File: config.mk
export PLATFORM = sky130hd
export DESIGN_NAME = time_set_editor
export DESIGN_NICKNAME = d
export VERILOG_FILES = /design/src/rtl/time_pkg.sv /design/src/rtl/time_set_editor_tick_counter.sv /design/src/rtl/time_set_editor.sv
export SDC_FILE = /design/constraint.sdc
export NUM_CORES = 1
export LEC_CHECK = 0
export CORE_MARGIN = 5
export CORE_UTILIZATION = 40
export CTS_CLUSTER_SIZE = 16
export DETAILED_ROUTE_END_ITERATION = 7
export GPL_TIMING_DRIVEN = 0
export PLACE_DENSITY = 0.71
export SETUP_SLACK_MARGIN = 0.4
export SYNTH_ARGS = -nofsm -noshare
export SYNTH_HDL_FRONTEND = slang
export SYNTH_SLANG_ARGS = --single-unit
File: constraint.sdc
create_clock -name CLK -period 1.6 [get_ports CLK]
set_input_delay 0.16 -clock CLK [delete_from_list [all_inputs] [get_ports CLK]]
set_output_delay 0.16 -clock CLK [all_outputs]
set_load 0.01 [all_outputs]
File: src/rtl/time_pkg.sv
// Shared time-field layout, ranges and editor FSM encodings.
// Imported by the time counter and by the time-set editor.
package time_pkg;

    localparam int TIME_W   = 17;
    localparam int MER_BIT  = 16;
    localparam int HOUR_MSB = 15;
    localparam int HOUR_LSB = 12;
    localparam int MIN_MSB  = 11;
    localparam int MIN_LSB  = 6;
    localparam int SEC_MSB  = 5;
    localparam int SEC_LSB  = 0;

    localparam logic [3:0] HOUR_MAX = 4'd11;
    localparam logic [5:0] MS_MAX   = 6'd59;

    typedef enum logic [2:0] {
        IDLE      = 3'd0,
        EDIT_HOUR = 3'd1,
        EDIT_MIN  = 3'd2,
        EDIT_SEC  = 3'd3,
        EDIT_MER  = 3'd4,
        COMMIT    = 3'd5
    } state_t;

    typedef enum logic [1:0] {
        FIELD_HOUR = 2'd0,
        FIELD_MIN  = 2'd1,
        FIELD_SEC  = 2'd2,
        FIELD_MER  = 2'd3
    } field_t;

    function automatic logic is_edit(input state_t s);
        return (s == EDIT_HOUR) || (s == EDIT_MIN) || (s == EDIT_SEC) || (s == EDIT_MER);
    endfunction

    // Fold a 24h-style hour into 12h+PM and zero any out-of-range minute/second.
    function automatic logic [TIME_W-1:0] sanitize_time(input logic [TIME_W-1:0] t);
        logic [3:0] h;
        logic [5:0] m;
        logic [5:0] s;
        logic       mer;
        h   = t[HOUR_MSB:HOUR_LSB];
        m   = t[MIN_MSB:MIN_LSB];
        s   = t[SEC_MSB:SEC_LSB];
        mer = t[MER_BIT];
        if (h > HOUR_MAX) begin
            h   = h - 4'd12;
            mer = 1'b1;
        end
        if (m > MS_MAX) m = '0;
        if (s > MS_MAX) s = '0;
        return {mer, h, m, s};
    endfunction

endpackage

File: src/rtl/time_set_editor_tick_counter.sv
// Free-running modulo-N counter with synchronous clear; tick marks the
// cycle in which the counter sits at N-1 and is about to wrap.
module tick_counter #(
    parameter int N = 2
) (
    input  logic clk,
    input  logic resetn,
    input  logic clear,
    input  logic enable,
    output logic tick
);

    localparam int           W    = (N > 1) ? $clog2(N) : 1;
    localparam logic [W-1:0] LAST = W'(N - 1);

    logic [W-1:0] cnt;

    always_ff @(posedge clk) begin
        if (!resetn) begin
            cnt <= '0;
        end else if (clear) begin
            cnt <= '0;
        end else if (enable) begin
            cnt <= (cnt == LAST) ? '0 : cnt + 1'b1;
        end
    end

    assign tick = enable && !clear && (cnt == LAST);

endmodule

File: src/rtl/time_set_editor.sv
// Button-driven time editor: snapshots CUR_TIME, edits fields with up/down,
// and emits the shadow value with a one-cycle IS_SAVED_TIME load strobe.
module time_set_editor
    import time_pkg::*;
#(
    parameter int TIMEOUT_CYC = 1000,
    parameter int BLINK_HALF  = 50
) (
    input  logic              CLK,
    input  logic              RESETN,
    input  logic [TIME_W-1:0] CUR_TIME,
    input  logic              BTN_MODE,
    input  logic              BTN_NEXT,
    input  logic              BTN_UP,
    input  logic              BTN_DOWN,
    input  logic              BTN_SAVE,
    input  logic              BTN_CANCEL,
    output logic [TIME_W-1:0] IN_TIME,
    output logic              IS_SAVED_TIME,
    output logic              EDITING,
    output logic [1:0]        FIELD_SEL,
    output logic              BLINK,
    output state_t            FSM_STATE
);

    state_t            state;
    state_t            state_d;
    logic [TIME_W-1:0] shadow_d;
    logic              saved_d;
    logic              editing_d;
    logic [1:0]        field_d;
    logic              blink_d;

    logic in_edit;
    logic btn_any;
    logic step_en;
    logic cnt_clear;
    logic tmo_tick;
    logic blink_tick;

    logic [3:0] hour;
    logic [5:0] mins;
    logic [5:0] secs;

    assign in_edit = is_edit(state);
    assign btn_any = BTN_MODE | BTN_NEXT | BTN_UP | BTN_DOWN | BTN_SAVE | BTN_CANCEL;
    assign step_en = in_edit & ~BTN_CANCEL & ~BTN_SAVE & ~BTN_NEXT & (BTN_UP ^ BTN_DOWN);

    assign hour = IN_TIME[HOUR_MSB:HOUR_LSB];
    assign mins = IN_TIME[MIN_MSB:MIN_LSB];
    assign secs = IN_TIME[SEC_MSB:SEC_LSB];

    // Both counters restart on any press and stay parked outside the edit states.
    assign cnt_clear = btn_any | ~in_edit;

    tick_counter #(.N(TIMEOUT_CYC)) u_timeout (
        .clk    (CLK),
        .resetn (RESETN),
        .clear  (cnt_clear),
        .enable (in_edit),
        .tick   (tmo_tick)
    );

    tick_counter #(.N(BLINK_HALF)) u_blink (
        .clk    (CLK),
        .resetn (RESETN),
        .clear  (cnt_clear),
        .enable (in_edit),
        .tick   (blink_tick)
    );

    always_ff @(posedge CLK) begin
        if (!RESETN) begin
            state         <= IDLE;
            IN_TIME       <= '0;
            IS_SAVED_TIME <= 1'b0;
            EDITING       <= 1'b0;
            FIELD_SEL     <= FIELD_HOUR;
            BLINK         <= 1'b0;
        end else begin
            state         <= state_d;
            IN_TIME       <= shadow_d;
            IS_SAVED_TIME <= saved_d;
            EDITING       <= editing_d;
            FIELD_SEL     <= field_d;
            BLINK         <= blink_d;
        end
    end

    // Button priority inside EDIT_*: CANCEL > SAVE > NEXT > step; timeout only on quiet cycles.
    always_comb begin
        state_d = state;
        case (state)
            IDLE: begin
                if (BTN_MODE) state_d = EDIT_HOUR;
            end
            EDIT_HOUR, EDIT_MIN, EDIT_SEC, EDIT_MER: begin
                if (BTN_CANCEL) begin
                    state_d = IDLE;
                end else if (BTN_SAVE) begin
                    state_d = COMMIT;
                end else if (BTN_NEXT) begin
                    case (state)
                        EDIT_HOUR: state_d = EDIT_MIN;
                        EDIT_MIN:  state_d = EDIT_SEC;
                        EDIT_SEC:  state_d = EDIT_MER;
                        default:   state_d = EDIT_HOUR;
                    endcase
                end else if (tmo_tick) begin
                    state_d = IDLE;
                end
            end
            COMMIT:  state_d = IDLE;
            default: state_d = IDLE;
        endcase
    end

    always_comb begin
        shadow_d = IN_TIME;
        if ((state == IDLE) && BTN_MODE) begin
            shadow_d = sanitize_time(CUR_TIME);
        end else if (step_en) begin
            case (state)
                EDIT_HOUR: begin
                    if (BTN_UP) shadow_d[HOUR_MSB:HOUR_LSB] = (hour == HOUR_MAX) ? 4'd0 : hour + 4'd1;
                    else        shadow_d[HOUR_MSB:HOUR_LSB] = (hour == 4'd0) ? HOUR_MAX : hour - 4'd1;
                end
                EDIT_MIN: begin
                    if (BTN_UP) shadow_d[MIN_MSB:MIN_LSB] = (mins == MS_MAX) ? 6'd0 : mins + 6'd1;
                    else        shadow_d[MIN_MSB:MIN_LSB] = (mins == 6'd0) ? MS_MAX : mins - 6'd1;
                end
                EDIT_SEC: begin
                    if (BTN_UP) shadow_d[SEC_MSB:SEC_LSB] = (secs == MS_MAX) ? 6'd0 : secs + 6'd1;
                    else        shadow_d[SEC_MSB:SEC_LSB] = (secs == 6'd0) ? MS_MAX : secs - 6'd1;
                end
                EDIT_MER: shadow_d[MER_BIT] = ~IN_TIME[MER_BIT];
                default:  shadow_d = IN_TIME;
            endcase
        end

        saved_d   = (state_d == COMMIT);
        editing_d = is_edit(state_d);

        case (state_d)
            EDIT_MIN: field_d = FIELD_MIN;
            EDIT_SEC: field_d = FIELD_SEC;
            EDIT_MER: field_d = FIELD_MER;
            default:  field_d = FIELD_HOUR;
        endcase

        // A press forces the field visible so the new value shows at once.
        if (!is_edit(state_d))  blink_d = 1'b0;
        else if (btn_any)       blink_d = 1'b1;
        else if (blink_tick)    blink_d = ~BLINK;
        else                    blink_d = BLINK;
    end

    assign FSM_STATE = state;

endmodule

Word-level counts from Yosys, hierarchy flattened. Cells that the tools add are included.

Register bits after elaboration: 41. Bits of input ports: 25. Output and inout port bits: 25. Word-level logic and storage cells: 114.

Add/subtract/negate cells: 9. Order comparisons: 3. Equal/unequal tests: 14. Mux-type cells: 31. Bitwise logic cells: 18. Reductions and logical operators: 28.

Operator list (number): $mux W6 (11); $mux W17 (2); $mux W4 (5); $add A6 B1 Y6 const B (3); $eq A6 B6 Y1 const B (3); $mux W3 (5); $eq A3 B2 Y1 const B (4); $gt A6 B6 Y1 const B (2); $logic_not A6 Y1 (2); $reduce_bool A2 Y1 (6); $sub A6 B1 Y6 const B (2); $add A10 B1 Y10 const B (1); $eq A10 B10 Y1 const B (1); $mux W10 (1); $reduce_and A2 Y1 (5); $eq A3 B3 Y1 const B (3); $pmux W3 S3 (1); $not A1 Y1 (7); $eq A3 B1 Y1 const B (2); $logic_or A1 B1 Y1 (6); $or A1 B1 Y1 (6); $pmux W2 S3 (1); $pmux W3 S2 (1); $add A4 B1 Y4 const B (1); 13 further kinds (22).

Longest topological paths before layout.
Depth in word-level cells: 19. Gate-level depth with buffers: 8. Depth with buffers taken out: 7.

By module. A second synthesis with hierarchy kept.

Cell total of the unflattened synthesis: 346. Area total of the unflattened synthesis: 2750.1 sq um.

By module, submodules not included: time_set_editor (instances 1, cells an instance 261, area an instance 1963.1 sq um, seq. area each 500.5 sq um); tick_counter (u_timeout) (instances 1, cells an instance 54, area an instance 499.2 sq um, seq. area each 200.2 sq um); tick_counter (u_blink) (instances 1, cells an instance 31, area an instance 287.8 sq um, seq. area each 120.1 sq um).

Least setup slack after synthesis. No wires, ideal clock.

Path kind: flip-flop to flip-flop. Start: register u_timeout.cnt[0]. End: register EDITING. Library setup time: 0.128 ns. Data arrival time: 1.660 ns. Required time: 1.472 ns. Path slack: -0.188 ns. Stages on the path, launching flop included: 7. Buffers on the path: 0. Clock period less this slack: 1.788 ns. Cell sequence: dfxtp_1 -> ha_1 -> nand2_1 -> nor4_4 -> a31oi_1 -> or3_4 -> mux2i_1.

Longest elaborated chain between the ends: 11. Elaborated cells between the ends (all ways): 14. Those cells by class: 5 x eq/ne; 5 x mux; 4 x reduce/logical.

Ends and longest elaborated chain: start, declared (RTL line time_set_editor_tick_counter.sv:16) `logic [W-1:0] cnt;`; start signal, assigned (RTL line time_set_editor_tick_counter.sv:24) `cnt <= (cnt == LAST) ? '0 : cnt + 1'b1;`; $eq A10 B10 Y1 (*) (RTL line time_set_editor_tick_counter.sv:28) `assign tick = enable && !clear && (cnt == LAST);`; $logic_and A1 B1 Y1 (*) (RTL line time_set_editor_tick_counter.sv:28); $mux W3 (*) (RTL line time_set_editor.sv:109) `end else if (tmo_tick) begin`; $mux W3 (*) (RTL line time_set_editor.sv:102) `end else if (BTN_NEXT) begin`; $mux W3 (*) (RTL line time_set_editor.sv:100) `end else if (BTN_SAVE) begin`; $mux W3 (*) (RTL line time_set_editor.sv:98) `if (BTN_CANCEL) begin`; $pmux W3 S2 (*) (RTL line time_set_editor.sv:93) `case (state)`; $eq A3 B1 Y1 or $eq A3 B2 Y1 (tied branches) (RTL line time_pkg.sv:34) `return (s == EDIT_HOUR) || (s == EDIT_MIN) || (s == EDIT_SEC) || (s == EDIT_MER);`; $logic_or A1 B1 Y1 (2 in series) (RTL line time_pkg.sv:34); $logic_or A1 B1 Y1 (*) (RTL line time_pkg.sv:34); end signal, assigned (RTL line time_set_editor.sv:84) `EDITING <= editing_d;`; end, declared (RTL line time_set_editor.sv:20) `output logic EDITING,`.

Mark *: on every way between the ends. The rest lies on a longest branch, timed or not. A chain may end at the register's enable or synchronous reset.

Worst setup path after layout.
Start: register state[0], in the netlist FSM_STATE[0]. End: register BLINK.

Longest elaborated chain between the ends: 19. Elaborated cells between the ends (all ways): 31. Those cells by class: 8 x eq/ne; 7 x mux; 2 x bitwise; 14 x reduce/logical.

Ends and longest elaborated chain: start, declared (RTL line time_set_editor.sv:26) `state_t state;`; start signal, assigned (RTL line time_set_editor.sv:81) `state <= state_d;`; $eq A3 B1 Y1 or $eq A3 B2 Y1 (tied branches) (RTL line time_pkg.sv:34, time_set_editor.sv:93, time_set_editor.sv:103); $logic_or A1 B1 Y1 (3 in series) (RTL line time_pkg.sv:34); $not A1 Y1 (RTL line time_set_editor.sv:54) `assign cnt_clear = btn_any | ~in_edit;`; $or A1 B1 Y1 (RTL line time_set_editor.sv:54); $logic_not A1 Y1 (RTL line time_set_editor_tick_counter.sv:28); $logic_and A1 B1 Y1 (2 in series) (RTL line time_set_editor_tick_counter.sv:28); $mux W3 (RTL line time_set_editor.sv:109); $mux W3 (RTL line time_set_editor.sv:102); $mux W3 (RTL line time_set_editor.sv:100); $mux W3 (RTL line time_set_editor.sv:98); $pmux W3 S2 (RTL line time_set_editor.sv:93); $eq A3 B1 Y1 or $eq A3 B2 Y1 (tied branches) (RTL line time_pkg.sv:34); $logic_or A1 B1 Y1 (3 in series) (RTL line time_pkg.sv:34); $reduce_and A2 Y1 (no line); end signal, assigned (RTL line time_set_editor.sv:86) `BLINK <= blink_d;`; end, declared (RTL line time_set_editor.sv:22) `output logic BLINK,`.

Several ways; a longest one is shown, not always the timed one.

==> impl_results.md <==
* Avg Cell Area, Syn at 7.97 sq um
* Drt first-iter violations at 173
* CTS Sinks at 41
* Met2 Wirelength at 4510 um
* Total CTS buffers at 5
* Post-DP HPWL at 5840 um
* Post-synth EDFFs at 0
* Seq/Total Area, Yosys at 28.9%
* Routed metal-1 wirelength at 3810 um
* Die Span Y at 94.2 um
* Bufs and invs on worst path at 3
* Worst-path cell chain: buf_6, or4b_4, buf_8, buf_6, o31ai_4, or3_4, mux2i_1
* Crit path max fanout at 6
* Total wire length at 9000 um
* Most frequent cells after synthesis: 41 x dfxtp_1, 39 x nor2_1, 25 x nand2_1
* Post-synthesis mux area share at 3.26%
* Hold WC Path Type: input pin to register
* Syn Inst Count at 356
* Die area at 8880 sq um
* Synth unique cells at 66
* CP Capture Type: register
* Worst Max-Slew Pin Slew at 0.814 ns
* Status: finished, violations left
* Total power at 0.00306 W
* Global-route wire length before repair at 14000 um
* Async SR Flop Fraction at 0%
* Initial Utilization at 41.5%
* Layout Cells excl Fill at 545
* Synth Area in XOR/XNOR at 6.18%
* Syn-to-layout area delta at 55.8%
* WL met3 at 503 um
* Vias/cell at 5.71
* Post-route cell area at 4420 sq um
* Synth area leaders: dfxtp_1 29%, nor2_1 5.2%, ha_1 4.0%
* Worst path max stage delay at 0.55 ns
* Worst-Skew Late Latency at 0.31 ns
* Critical path data arrival time at 2.07 ns
* Largest family of logic cells by synthesized area: simple AND/OR/NAND/NOR gates
* Core Util, Final at 64.7%
* Placed Instances at 501
* Top sig layer: met4
* Finish-stage setup viols at 35
* FILL cells at 556
* TritonCTS clock tree: done
* Vias in the first global route at 2945
* R2r worst-path depth at 7
* Area post-placement at 3600 sq um
* Total negative setup slack at -3.82 ns
* ANT nets after route at 0
* P per Cell Area at 694 nW/um^2
* Mapped cell area at 2840 sq um
* Ports at 50
* Bufs on Longest Clock Path at 2
* CTS Hold Bufs at 0
* Hold Path Depth at 3
* Most common cell in the netlist: dfxtp_1
* Clock skew at 0.0117 ns
* Syn. warnings at 0
* Synth Register Bits at 41
* Failing checks: setup timing
* Antenna Cells at 0
* Initial antenna violation count at 0
* Max_cap viols at 0
* Layout cells sized above 1 at 36.5%
* GRT overflow at 0
* Pin count of the biggest net entering global routing at 15
* Router iterations before antenna repair at 7
* Period utilization at 115%
* Crit-path most repeated cell: buf_6
* Post-synth top area share at 28.9%
* Critical-path top delay cell: or4b_4
* Leakage at 1.72 nW
* Clock Root Buffer: clkbuf_8
* Hold Vio Cnt, Final at 0
* Routed WL per cell at 16.5 um
* Ys flop type: dfxtp_1
* DRC at 0
* Final #Nets at 482
* Min cycle time layout at 1.83 ns
* Maximum clock frequency at 545 MHz
* IO buf count at 49
* VDD IR max at 0.000435 V
* CP delay by family, top: simple AND/OR/NAND/NOR gates
* Core Region at 6830 sq um
* Crit path depth at 7
* Core Rows at 30
* Critical path data required time at 1.83 ns
* Final Max Slew Viols at 0
* RSZ-0062 raised after global routing: yes
* Simple-Gate Fraction of Synth Area at 28.8%
* Area leader, netlist: dfxtp_1
* Post-Synth Adder-Cell Area at 3.97%
* Critical Path Source Type: register
* Die span in x at 94.2 um
* RePlAce Congestion at 0.832
* CTS H-tree depth at 2
* All-Layer GR Usage at 19.5%
* Post-route setup slack at -0.234 ns
* Vias post-DR at 3110
* Setup CP Type: register to register
* Post-synthesis compound-gate area fraction at 22.3%
* Synthesized Nets at 390
* Reg clk slew, reported paths at 0.09 ns
* Slew HR at 45.7%
[cell families (layout without fill, tap and decap cells)]
family	after synthesis	after routing
AOI/OAI and AO/OA	88	88
muxes	8	8
buffers and inverters	42	135
DFF	41	41
and+or+nand+nor	148	148
adders and majority gates	9	9
xor gates and xnor gates	20	20
[worst register-to-register path, stage by stage, from the launching register on]
cell and delay, ns:
dfxtp_4 0.36, buf_6 0.13, or4b_4 0.55, buf_8 0.17, buf_6 0.12, o31ai_4 0.05, or3_4 0.19, mux2i_1 0.20
[layout make-up]
class | count | area [sq um] | share of cell area, %
clock buffers | 6 | 93.8 | 2.12
plain buffers | 23 | 200 | 4.53
flip-flops and latches | 41 | 862 | 19.5
well taps | 96 | 120 | 2.72
inverters | 19 | 71.3 | 1.61
repair buffers | 85 | 821 | 18.6
clock inverters | 2 | 16.3 | 0.368
multi-input cells | 273 | 2230 | 50.6
[worst paths after layout]
check / slack (ns) / from / to
worst max register to register: -0.23 / FSM_STATE[0] / BLINK
worst min register to register: 0.50 / u_blink.cnt[0] / u_blink.cnt[0]
worst max-delay path: -0.23 / FSM_STATE[0] / BLINK
worst min-delay path: 0.43 / CUR_TIME[6] / IN_TIME[6]
[layer usage]
layer / up-vias / track usage (%)
met1: 1497 / 24.2
met4: 0 / 6.14
li1: 1485 / -
met2: 108 / 33.5
met3: 20 / 3.93
met5: - / 0
[per-stage QoR]
step / hold WS, ns / worst slack [ns]
4_1_cts: 0.433 / -0.225
5_1_grt: 0.448 / -0.289
3_3_place_gp: 0.468 / -0.637
6_report: 0.430 / -0.234
2_1_floorplan: 0.311 / -0.0991
3_5_place_dp: 0.484 / -0.679
[placed cells by master (no fill, tap or decap), drive strengths merged, types with 2 or more instances in the layout]
cell type / count
nor4: 11
a31oi: 7
nor3: 11
nor3b: 2
a21oi: 18
dlygate4sd2: 27
and3: 3
mux2i: 7
and4b: 3
or3: 4
o21bai: 2
nand3b: 3
clkbuf: 17
o221ai: 2
ha: 9
a41oi: 2
nand2b: 6
a21o: 6
nand4b: 4
nand4: 11
o211ai: 3
o21ai: 19
or4: 2
o22ai: 2
dfxtp: 41
nand3: 15
a211oi: 7
a311oi: 3
inv: 19
a22oi: 4
buf: 48
o21a: 2
xnor2: 11
or2: 2
nor2: 41
dlymetal6s2s: 2
xor2: 9
nand2: 26
clkdlybuf4s50: 20
[report_power, final]
part / internal [W] / total [W] / switching (W)
Clock: 0.000405 / 0.000821 / 0.000416
Sequential: 0.00108 / 0.00115 / 0.0000695
Combinational: 0.000543 / 0.00110 / 0.000553
[flip-flops by register name, indices dropped and copies added (netlist names)]
signal,count
BLINK,1
EDITING,1
FIELD_SEL,2
FSM_STATE,3
IN_TIME,17
IS_SAVED_TIME,1
u_blink.cnt,6
u_timeout.cnt,10
[repair_timing]
| item | 4_1_cts | 5_1_grt |
|---|---|---|
| pin swaps | 19 | 29 |
| resized for setup | 83 | 67 |
| endpoints found under the setup margin | 66 | 45 |
| buffers inserted | 19 | 14 |
| gates cloned | 3 | 0 |
(Power assumes the default switching activity.)
==> RTL change 1: new RTL, same flow settings <==
Register the output `EDITING` once more, without a reset; this adds one clock of latency there. The other outputs are not delayed to match.
--- a/src/rtl/time_set_editor.sv
+++ b/src/rtl/time_set_editor.sv
@@ -23,4 +23,6 @@
     output state_t            FSM_STATE
 );
+
+    logic EDITING_s0;
 
     state_t            state;
@@ -75,5 +77,5 @@
             IN_TIME       <= '0;
             IS_SAVED_TIME <= 1'b0;
-            EDITING       <= 1'b0;
+            EDITING_s0    <= 1'b0;
             FIELD_SEL     <= FIELD_HOUR;
             BLINK         <= 1'b0;
@@ -82,5 +84,5 @@
             IN_TIME       <= shadow_d;
             IS_SAVED_TIME <= saved_d;
-            EDITING       <= editing_d;
+            EDITING_s0    <= editing_d;
             FIELD_SEL     <= field_d;
             BLINK         <= blink_d;
@@ -158,4 +160,8 @@
     assign FSM_STATE = state;
 
+    always_ff @(posedge CLK) begin
+        EDITING <= EDITING_s0;
+    end
+
 endmodule
 
Behaviour: not the same (Yosys sat finds a counterexample within 4 cycles, from zero or initial values and one cycle with RESETN low).
==> RTL change 1 against the unedited design <==
- the run still ends with setup timing left
- setup slack lost 0.099 ns
- cell area is 3.7% higher
- clock skew is essentially flat
- routed wire length grew 19%
- synthesized area decreased by 3.5%
- count of clock-buffer cells in the layout rose by 1
- largest cell class unchanged
- sequential share of layout area decreased by 0.32 points
- power is 0.20% higher
- first-iteration DRC count up 42%
- sequential cell count up 1
- synthesized cell count down 1.7%
- critical path depth unchanged
- utilization increased by 3.5 points
==> RTL change 1: results (changes against the unedited design) <==
[clocking]
worstSkewPairLatency_ns=0.32

[sta]
fin_ws_ns=-0.333  ; was -0.234 ns
finalSetupViolations=40  ; was 35
skew_ns=0.0115  ; was 0.0117 ns
relSlewSlack_pct=54.5  ; was 45.7%

[synthesis]
synth_cell_types=59  ; was 66
ys_top_cells_by_area=dfxtp_1, nor2_1, xnor2_1  ; was dfxtp_1, nor2_1, ha_1
synth-seq-area-share_pct=30.7  ; was 28.9%
synth_commonest_cells=dfxtp_1, nor2_1, nand2_1  ; unchanged
synth.net_count=384  ; was 390

[drt]
drt-initial-drc-count=246  ; was 173
routed_via_density=6.08  ; was 5.71
routed_wirelength_um=10700  ; was 9000 um
drtPass1Iterations=5  ; was 7

[final_layout]
nets=495  ; was 482
drive_gt1_share_pct=40.3  ; was 36.5%

[min_path]
min_from=RESETN  ; was CUR_TIME[6]

[placement]
place_congestion=0.854  ; was 0.832
dp_hpwl_um=5660  ; was 5840 um
pre_cts_slack_ns=-0.942  ; was -0.679 ns
io_buffers=48  ; was 49

[worst_setup_path]
cp.arrival_ns=2.15  ; was 2.07 ns
rr_startpoint=FSM_STATE[2]  ; was FSM_STATE[0]
r2r_end=IN_TIME[4]  ; was BLINK

[outcome]
status=finished with violations  ; unchanged
failed_checks=setup timing  ; unchanged

[global_routing]
grt_max_degree=13  ; was 15
first_global_vias=2972  ; was 2945
track_usage_pct=21.7  ; was 19.5%
grt_pass1_wl_um=15000  ; was 14000 um

[power]
peakVddDrop_mv=0.403  ; was 0.435 mV
leakagePower_nw=1.72  ; about the same

[RTL change 1: changes by cell type in the layout (fill, tap and decap cells not counted), sizes merged, moves of 3 or more]
cell / change
nor3b: +6
inv: -3
clkbuf: +7
nand2b: -4
mux2i: -5
buf: +17
nor4: -6
nand4: -7
nor2: -8
a211oi: +6
and2: +3
nor3: +7
[RTL change 1: per-layer routing]
layer | GRT usage [%] | wire length, um | vias to the layer above
li1 | - | - | 1511
met4 | 6.84 | 392 | 0
met1 | 26.3 | 4080 | 1569
met3 | 5.04 | 743 | 39
met2 | 37.7 | 5500 | 174
met5 | 0 | 0 | -
[RTL change 1: worst max path at each step]
stage / startpoint / end / cells past startpoint
6_report: FSM_STATE[2] / IN_TIME[4] / 7
5_1_grt: FSM_STATE[2] / IN_TIME[4] / 7
4_1_cts: FSM_STATE[2] / IN_TIME[14] / 6
3_5_place_dp: BTN_UP / IN_TIME[13] / 8
3_3_place_gp: BTN_UP / IN_TIME[13] / 8
2_1_floorplan: FSM_STATE[2] / IN_TIME[14] / 6
[RTL change 1: power by group through the flow]
stage / Combinational [W] / Clock [W] / Sequential, W
floorplan: 0.000483 / 0 / 0.00121
detailed placement: 0.000803 / 0 / 0.00120
finish: 0.00112 / 0.000773 / 0.00118
CTS: 0.000952 / 0.000762 / 0.00117
global route: 0.00119 / 0.000822 / 0.00119
global placement: 0.000791 / 0 / 0.00119
[RTL change 1: timing repair]
action                                  CTS  global route
gates resized for setup                 141            70
cloned                                    3             1
endpoints found under the setup margin   66            46
pin swaps                                28            36
buffers inserted                         29            23
hold buffers                              0             0
[RTL change 1: final cells by class]
cell class | instances | area, um^2
clock buffer | 7 | 86.3
timing repair buffer | 104 | 935
sequential | 42 | 880
multi-input combinational | 268 | 2290
tap | 80 | 100
inverter | 18 | 71.3
fill | 489 | 2140
buffer | 22 | 213
clock inverter | 1 | 5.00
[RTL change 1: worst max-delay path: stages, from the launching register on]
cell       delay (ns)
dfxtp_4          0.37
buf_8            0.13
or4b_4           0.59
clkbuf_16        0.20
buf_4            0.14
clkbuf_16        0.16
a22oi_2          0.17
a21oi_2          0.07
[RTL change 1: cells by family after synthesis]
group                    Yosys count  share of synthesized area [%]
buffers and inverters             40                           5.67
AND/OR/NAND/NOR                  139                           27.0
flip-flops                        42                           30.7
adder cells (fa/ha/maj)            9                           4.12
XOR/XNOR                          22                           7.04
AO/OA/AOI/OAI                     94                           23.5
multiplexers                       4                           1.97
[RTL change 1: per-stage QoR]
stage	area, um^2	hold slack, ns	cells	TNS, ns	total power, W
final	4580	0.324	542	-8.93	0.00307
after global routing	4580	0.322	542	-10.77	0.00320
after detailed placement	3440	0.312	478	-31.81	0.00200
after global placement	3440	0.313	478	-30.78	0.00199
after CTS	4170	0.298	518	-6.00	0.00289
after floorplan	2860	0.310	350	-2.15	0.00169
==> RTL change 2: new RTL, same settings <==
Made on the original files. `TIMEOUT_CYC`: 1000 -> 500.
--- a/src/rtl/time_set_editor.sv
+++ b/src/rtl/time_set_editor.sv
@@ -4,5 +4,5 @@
     import time_pkg::*;
 #(
-    parameter int TIMEOUT_CYC = 1000,
+    parameter int TIMEOUT_CYC = 500,
     parameter int BLINK_HALF  = 50
 ) (
Function: same outputs for any inputs over 10 cycles, from zero or initial values and one cycle with RESETN low; that may be too few to reach the edited logic, so the function may still have changed.
==> RTL change 2 against the unedited design <==
- the run still ends with setup timing left
- cell count down 9.0%
- first-iteration DRC count grew 8.1%
- critical path depth shrank 1
- power up 1.8%
- routed wire length down 9.5%
- sequential cell count down 1
- utilization is 1.4 points lower
- cell area decreased by 8.6%
- synthesized area fell by 6.8%
- global-route usage down 1.7 points
- clock power is 6.6% higher
- setup slack improved by 0.060 ns
- critical endpoint is now FIELD_SEL[1]
- highest routed layer unchanged
==> RTL change 2: results (changes against the unedited design) <==
[outcome]
status=finished with violations  ; unchanged
failed_checks=setup timing  ; unchanged

[global_routing]
met2_usage_pct=26.9  ; was 33.5%
use_met3_pct=3.72  ; was 3.93%
first_global_vias=2591  ; was 2945
grt_pass1_wl_um=12600  ; was 14000 um
grt_use_met1_pct=25.2  ; was 24.2%
track_usage_pct=17.7  ; was 19.5%

[clocking]
cts_buffers=5  ; unchanged
clk_pin_slew_worst_paths_ns=0.09  ; about the same

[synthesis]
synth_cell_types=54  ; was 66
synth-seq-area-share_pct=30.3  ; was 28.9%
synthMuxAreaShare_pct=0.805  ; was 3.26%
synth_compound_area_share_pct=23.8  ; was 22.3%
ys_top_cells_by_area=dfxtp_1, nor2_1, xnor2_1  ; was dfxtp_1, nor2_1, ha_1
synth.net_count=370  ; was 390
synth_commonest_cells=dfxtp_1, nor2_1, nand2_1  ; unchanged
synth_xor_area_share_pct=8.29  ; was 6.18%
synth-adder-area-share_pct=4.26  ; was 3.97%

[power]
leakagePower_nw=1.53  ; was 1.72 nW
peakVddDrop_mv=0.364  ; was 0.435 mV
p_clk_share_pct=28.0  ; was 26.8%
swShare_pct=33.5  ; was 33.9%
power_frac_comb_pct=35.1  ; was 35.7%

[drt]
drt-initial-drc-count=187  ; was 173
wirelength_met1_um=3750  ; was 3810 um
routed_wirelength_um=8140  ; was 9000 um
drtPass1Iterations=4  ; was 7
vias=2843  ; was 3110
dr_wl_met2_um=3760  ; was 4510 um
dr_wl_met3_um=558  ; was 503 um

[sta]
relSlewSlack_pct=60.0  ; was 45.7%
skew_ns=0.00733  ; was 0.0117 ns
finalSetupViolations=24  ; was 35
worst_hold_slack_ns=0.418  ; was 0.430 ns
fin_ws_ns=-0.174  ; was -0.234 ns

[final_layout]
reg_top3=IN_TIME: 17 flops, u_timeout.cnt: 9 flops, u_blink.cnt: 6 flops  ; was IN_TIME: 17 flops, u_timeout.cnt: 10 flops, u_blink.cnt: 6 flops
fillCellCount=528  ; was 556
drive_gt1_share_pct=29.8  ; was 36.5%

[worst_setup_path]
cp.arrival_ns=2.01  ; was 2.07 ns
worst_r2r_path_depth=6  ; was 7
critPathMaxStageDelay_ns=0.61  ; was 0.55 ns
rr_startpoint=FSM_STATE[0]  ; unchanged
cp-endpoint=FIELD_SEL[1]  ; was BLINK
crit_fanout=5  ; was 6

[placement]
dp_hpwl_um=5250  ; was 5840 um
place_congestion=0.857  ; was 0.832
place_area_mm2=0.00336  ; was 0.00360 mm^2

## RTL change 2: cell types whose count changed after synthesis, sizes merged, moves of 6 or more
cell / before / now
nor2: 41 / 34
mux2i: 7 / 1
nor2b: 1 / 7
nor4: 11 / 2
buf: 10 / 4
## RTL change 2: area by class of cell
class                           instances  area [um^2]  share of cell area, %
Sequential cell                        40          847                   21.0
Clock buffer                            5         68.8                   1.70
Timing Repair Buffer                   75          708                   17.5
Multi-Input combinational cell        263         2060                   51.1
Inverter                               15         56.3                   1.39
Buffer                                 18          151                   3.75
Tap cell                               77         96.3                   2.39
Clock inverter                          3         46.3                   1.15
## RTL change 2: kinds of logic after synthesis
kind of cell	count (synthesis)
AOI/OAI and AO/OA	93
and+or+nand+nor	134
muxes	2
buffers and inverters	33
DFF	40
adders and majority gates	9
xor gates and xnor gates	25
## RTL change 2: critical path: cells and delay by family, from the launching register on
kind | cells | cell delay [ns]
buffers and inverters | 2 | 0.38
flip-flops | 1 | 0.37
AND/OR/NAND/NOR | 2 | 0.67
AO/OA/AOI/OAI | 2 | 0.29
## RTL change 2: stage by stage
step	setup TNS, ns	instances	total power [W]	setup slack (ns)	utilization (%)
floorplan	-0.0998	336	0.00173	-0.0563	-
global placement	-23.39	462	0.00204	-0.744	52.5
detailed placement	-23.57	462	0.00205	-0.730	52.5
CTS	-1.27	483	0.00296	-0.138	57.5
global route	-3.85	496	0.00326	-0.255	63.2
finish	-2.48	496	0.00312	-0.174	63.2
## RTL change 2: timing repair
item,CTS,global route
setup buffers,13,12
pin swaps,16,20
setup endpoints to repair,65,43
gates resized for setup,72,63
cloned,0,1
